--- src/rtl/led_probe_scanner.sv ---
// ---------------------------------------------------------------------------
// led_probe_scanner: sweeps SYS_output_sel and streams settled SYS_leds out
// Revision: 1.0
// ---------------------------------------------------------------------------
`default_nettype none

module led_probe_scanner #(
  parameter int NUM_SEL       = 8,
  parameter int SETTLE_CYCLES = 2,
  parameter int SEL_W         = 3,
  parameter int LED_W         = 27
) (
  input  logic             clk,
  input  logic             SYS_reset,
  input  logic             start,
  input  logic             continuous,
  input  logic [LED_W-1:0] SYS_leds,
  output logic [SEL_W-1:0] SYS_output_sel,
  output logic             out_valid,
  input  logic             out_ready,
  output logic [SEL_W-1:0] out_sel,
  output logic [LED_W-1:0] out_data,
  output logic             out_last,
  output logic             busy,
  output logic             done
);

  localparam int               CNT_W    = (SETTLE_CYCLES > 1) ? $clog2(SETTLE_CYCLES) : 1;
  localparam logic [SEL_W-1:0] LAST_SEL = SEL_W'(NUM_SEL - 1);
  localparam logic [CNT_W-1:0] CNT_LAST = CNT_W'(SETTLE_CYCLES - 1);

  typedef enum logic [1:0] {
    IDLE   = 2'd0,
    SETTLE = 2'd1,
    OFFER  = 2'd2
  } state_t;

  state_t             state, state_n;
  logic [CNT_W-1:0]   cnt, cnt_n;
  logic [SEL_W-1:0]   sel_n, osel_n;
  logic [LED_W-1:0]   data_n;
  logic               valid_n, last_n, busy_n, done_n;

  always_ff @(posedge clk) begin
    if (SYS_reset) begin
      state          <= IDLE;
      cnt            <= '0;
      SYS_output_sel <= '0;
      out_valid      <= 1'b0;
      out_sel        <= '0;
      out_data       <= '0;
      out_last       <= 1'b0;
      busy           <= 1'b0;
      done           <= 1'b0;
    end else begin
      state          <= state_n;
      cnt            <= cnt_n;
      SYS_output_sel <= sel_n;
      out_valid      <= valid_n;
      out_sel        <= osel_n;
      out_data       <= data_n;
      out_last       <= last_n;
      busy           <= busy_n;
      done           <= done_n;
    end
  end

  always_comb begin
    state_n = state;
    cnt_n   = cnt;
    sel_n   = SYS_output_sel;
    valid_n = out_valid;
    osel_n  = out_sel;
    data_n  = out_data;
    last_n  = out_last;
    done_n  = 1'b0;

    case (state)
      IDLE: begin
        if (start) begin
          state_n = SETTLE;
          sel_n   = '0;
          cnt_n   = '0;
        end
      end
      SETTLE: begin
        if (cnt == CNT_LAST) begin
          state_n = OFFER;
          valid_n = 1'b1;
          osel_n  = SYS_output_sel;
          data_n  = SYS_leds;
          last_n  = (SYS_output_sel == LAST_SEL);
        end else begin
          cnt_n = cnt + CNT_W'(1);
        end
      end
      OFFER: begin
        // Record fields stay frozen here; only the handshake moves the sweep on.
        if (out_valid && out_ready) begin
          valid_n = 1'b0;
          cnt_n   = '0;
          if (SYS_output_sel != LAST_SEL) begin
            sel_n   = SYS_output_sel + SEL_W'(1);
            state_n = SETTLE;
          end else begin
            done_n  = 1'b1;
            sel_n   = '0;
            state_n = continuous ? SETTLE : IDLE;
          end
        end
      end
      default: state_n = IDLE;
    endcase

    busy_n = (state_n != IDLE);
  end

endmodule

`default_nettype wire

--- config.mk ---
export PLATFORM = sky130hd
export DESIGN_NAME = led_probe_scanner
export DESIGN_NICKNAME = d
export VERILOG_FILES = /design/src/rtl/led_probe_scanner.sv
export SDC_FILE = /design/constraint.sdc
export NUM_CORES = 1
export LEC_CHECK = 0
export ABC_AREA = 1
export BUFFER_PORTS_ARGS = -buffer_cell sky130_fd_sc_hd__buf_2
export CAP_MARGIN = 25
export CORE_MARGIN = 3
export CORE_UTILIZATION = 46
export DETAILED_ROUTE_END_ITERATION = 12
export PLACE_DENSITY = 0.77
export SYNTH_ARGS = -nofsm -noshare
export SYNTH_HDL_FRONTEND = slang
export SYNTH_SLANG_ARGS = --single-unit
--- constraint.sdc ---
create_clock -name clk -period 1.6 [get_ports clk]
set_input_delay 0.08 -clock clk [delete_from_list [all_inputs] [get_ports clk]]
set_output_delay 0.08 -clock clk [all_outputs]
set_load 0.05 [all_outputs]
# Word level (Yosys, flattened, before mapping)
# Cells that the tools add are included.
# op_classes
add_sub_neg,2
n_eq_ne,7
n_mux,17
n_bitwise,2
n_reduce_logical,11
# ops
op,n
$mux 3,3
$reduce_and 3->1,3
$mux 1,7
$mux 2,3
$ne 2x2->1 const B,3
$pmux 2 s3,1
$pmux 3 s2,1
$reduce_bool 2->1,3
$add 3x1->3 const B,1
$eq 3x3->1 const B,1
$ne 3x3->1 const B,1
$pmux 1 s3,1
$reduce_bool 3->1,1
$reduce_or 3->1,1
$eq 2x1->1 const B,1
$eq 2x2->1 const B,1
$logic_not 2->1,1
$not 1->1,2
$pmux 1 s2,1
$reduce_and 2->1,1
$add 1x1->1 const B,1
$logic_and 1x1->1,1
# word_totals
ff_bits,40
output_inout_bits,37
elab_cells,48

# Depth between registers and ports, before layout
# depth
word_depth,5
depth_mapped,8

# Worst setup path after synthesis
# OpenSTA, ideal clock, no wires.
# synth_path
path_kind,register to register
start,register SYS_output_sel[0]
end,register busy
setup_ns,0.114
arrival_time_ns,1.591
slack_ns,-0.105
path_stages_with_launch,9
cell_sequence,dfxtp_1 ha_1 ha_1 inv_1 or2_2 nand2_1 nand2_1 nand2_1 nand2_1
# synth_between
elab_chain_cells,5
# synth_rtl
item,line,source
from (decl),18,"output logic [SEL_W-1:0] SYS_output_sel,"
from (signal assigned),58,SYS_output_sel <= sel_n;
$ne 3x3->1,102,if (SYS_output_sel != LAST_SEL) begin
$mux 1,102,
$mux 2,99,if (out_valid && out_ready) begin
$pmux 2 s3,78,case (state)
$reduce_bool 2->1,115,busy_n = (state_n != IDLE);
to (signal assigned),63,busy <= busy_n;
to (decl),24,"output logic busy,"
# Every way passes these cells.
# A chain may end at the register's enable or synchronous reset.

# Worst setup path in the final report
# Same ends and word-level chain as after synthesis.

==> flow_summary_export.csv <==
group,metric,value,unit
clock_network,cts-resized-gates,0,
sta,whs,0.0153,ns
sta,setup_violations,0,
drt,wirelength,4270,um
synth,yosysTopAreaCellShare,0.497,
synth,synth_top_flop_cell,"dfxtp_1",
floorplan,die_x,65.2,um
drt,drtPass1Iterations,4,
synth,ys_ff_latch,40,
finish,nFillCells,282,
pwr,intPower,1.50,mW
min_path,hp-class,"in -> reg",
clock_network,cts_buffer_depth,2,
worst_setup_path,critPathLaunchType,"register",
pwr,powerDensity,912,nW/um^2
clock_network,path_clk_slew,0.11,ns
floorplan,rows,20,
worst_setup_path,r2r-start,"SYS_output_sel[0]$_SDFFE_PP0P_",
worst_setup_path,critPathKind,"reg -> reg",
synth,synth_fp_nets,239,
drt,ant_nets,0,
sta,fin_crit,1.40,ns
finish,syn_to_final_growth,41.8,%
worst_setup_path,arrival,1.64,ns
pwr,p_seq_frac,0.505,
grt,antenna_found_initial,0,
floorplan,core,3200,sq um
synth,syn_inst,205,
clock_network,tritoncts,"yes",
drt,drt_iter0_markers,97,
synth,synthTopCellsByArea,"dfxtp_1 (50%), nand2_1 (11%), nand3_1 (11%)",
synth,synth_edf_count,0,
finish,nNetsFinal,331,
sta,tightest_slew,0.351,ns
synth,yosysMostFrequentCell,"nand2_1",
pwr,p_clk_frac,0.309,
pwr,irDropWorstVdd,0.854,mV
synth,synth_top_cell_by_area,"dfxtp_1",
sta,slew_headroom,0.766,
sta,setup_tns,0,ns
worst_setup_path,worst_ep_required_time,1.84,ns
clock_network,numCtsBuffers,5,
synth,yosysUniqueCellTypes,18,
floorplan,start_util,0.503,
grt,grt_util_all_layers,0.208,
sta,fmax,714,MHz
finish,drive_gt1_frac,0.299,
worst_setup_path,r2r_cells,8,
clock_network,postCtsSetupBuffers,0,
drt,via_count,1626,
finish,antenna_cells,0,
worst_setup_path,path_max_fanout,5,
placed_design,io_buffers,68,
synth,async_reset_ff_frac,0,
pwr,p_total,2.08,mW
finish,fin_cells,342,
placed_design,placed_area,1950,sq um
finish,final_area,2290,sq um
min_path,hold-path-cell-count,3,
clock_network,clkSinkCount,40,
sta,rsz0062_at_grt,"false",
sta,slew_violations,0,
drt,wl_per_cell,12.5,um
synth,ys_seq_area_frac,0.497,
floorplan,dieArea,4250,sq um
synth,avgSynthCellArea,7.86,sq um
worst_setup_path,setup.worst_path.start,"SYS_output_sel[0]$_SDFFE_PP0P_",
drt,route.detailed.drc,0,
min_path,hp-start,"SYS_leds[14]",
grt,grt_pass1_wl,6940,um
pwr,swShare,0.280,
grt,grt-ovfl-total,0,
clock_network,htree_num_levels,2,
floorplan,io_pins,69,
worst_setup_path,crit_path_end_kind,"register",
sta,finalHoldViolCount,0,
job,cap_violations,0,
clock_network,root_buffer,"clkbuf_4",
placed_design,dp_cells,308,
synth,syn_area,1610,sq um
placed_design,finalWeightedCongestion,0.877,
floorplan,die_h,65.2,um
pwr,p_leak,1.07,nW
grt,grt_max_degree,34,
synth,ys_warn_count,0,
pwr,switchingPower,0.584,mW
clock_network,insertion_delay,0.34,ns
status,outcome,"finished clean",
clock_network,cts_hold_buffers,26,
drt,vias_per_cell,4.75,
grt,first_global_vias,1500,
sta,period_share,0.875,
pwr,pwr-share-comb,0.185,
placed_design,hpwl,2610,um
sta,finClkSkew,0.0116,ns
synth,synth_common_cells,"nand2_1 (47), dfxtp_1 (40), nand3_1 (35)",
[path summary, 6_finish.rpt]
kind	slack, ns	endpoint
worst min register to register	0.47	out_data[3]$_SDFFE_PP0P_
worst max-delay path	0.20	busy$_SDFF_PP0_
worst min-delay path	0.02	out_data[14]$_SDFFE_PP0P_
worst max register to register	0.20	busy$_SDFF_PP0_
[final cells by class]
type	instances	area (sq um)	area share
sequential	40	803	0.351
timing repair buffer	99	651	0.285
multi-input combinational	137	648	0.284
tap	44	55.1	0.0241
inverter	14	52.6	0.0230
clock buffer	6	41.3	0.0181
clock inverter	2	35.0	0.0153
[cells in the final DEF, fill, tap and decap left out, types with 4 or more instances in the layout]
master         synthesis  final
a21oi_1               32     32
buf_2                  1     68
buf_4                  3      4
clkbuf_4               0      5
dfxtp_1               40     38
dlygate4sd3_1          0     26
inv_1                 13     13
nand2_1               47     47
nand3_1               35     35
nor2_1                13     13
[cells by family (layout without fill, tap and decap cells)]
kind of cell,count (synthesis),count (layout),share of synthesized area
adders and majority gates,2,2,0.0155
and+or+nand+nor,101,101,0.276
buffers and inverters,28,121,0.101
AOI/OAI and AO/OA,34,34,0.110
DFF,40,40,0.497
[per-stage QoR]
| stage | utilization | setup WS, ns |
|---|---|---|
| after floorplan | - | 0.0461 |
| after global routing | 0.714 | 0.0904 |
| after CTS | 0.714 | 0.209 |
| after detailed placement | 0.609 | 0.227 |
| after global placement | 0.609 | 0.279 |
| final | 0.714 | 0.200 |
[state kept, by name, indices dropped and copies added (netlist names), 2 cells and up]
register	count
out_data	27
SYS_output_sel	3
state	2
out_sel	3
[layer usage]
layer | GRT usage | up-vias | wire (um)
met5 | 0 | - | 0
met2 | 0.353 | 55 | 2040
met4 | 0.0648 | 0 | 60
met3 | 0.0462 | 7 | 260
li1 | - | 852 | -
met1 | 0.262 | 712 | 1910
[power groups by stage]
stage	clock, mW	sequential [mW]	combinational (mW)
finish	0.645	1.05	0.386
global placement	0	1.07	0.331
CTS	0.661	1.05	0.382
floorplan	0	1.16	0.157
global route	0.702	1.06	0.419
detailed placement	0	1.08	0.334
[critical path, stage by stage (launching register included)]
cell	delay, ns
dfxtp_2	0.39
ha_1	0.16
ha_1	0.18
inv_1	0.08
or2_2	0.27
nand2_1	0.07
nand2_1	0.05
nand2_1	0.07
nand2_1	0.05
No activity file was read; power rests on OpenSTA's default activity.
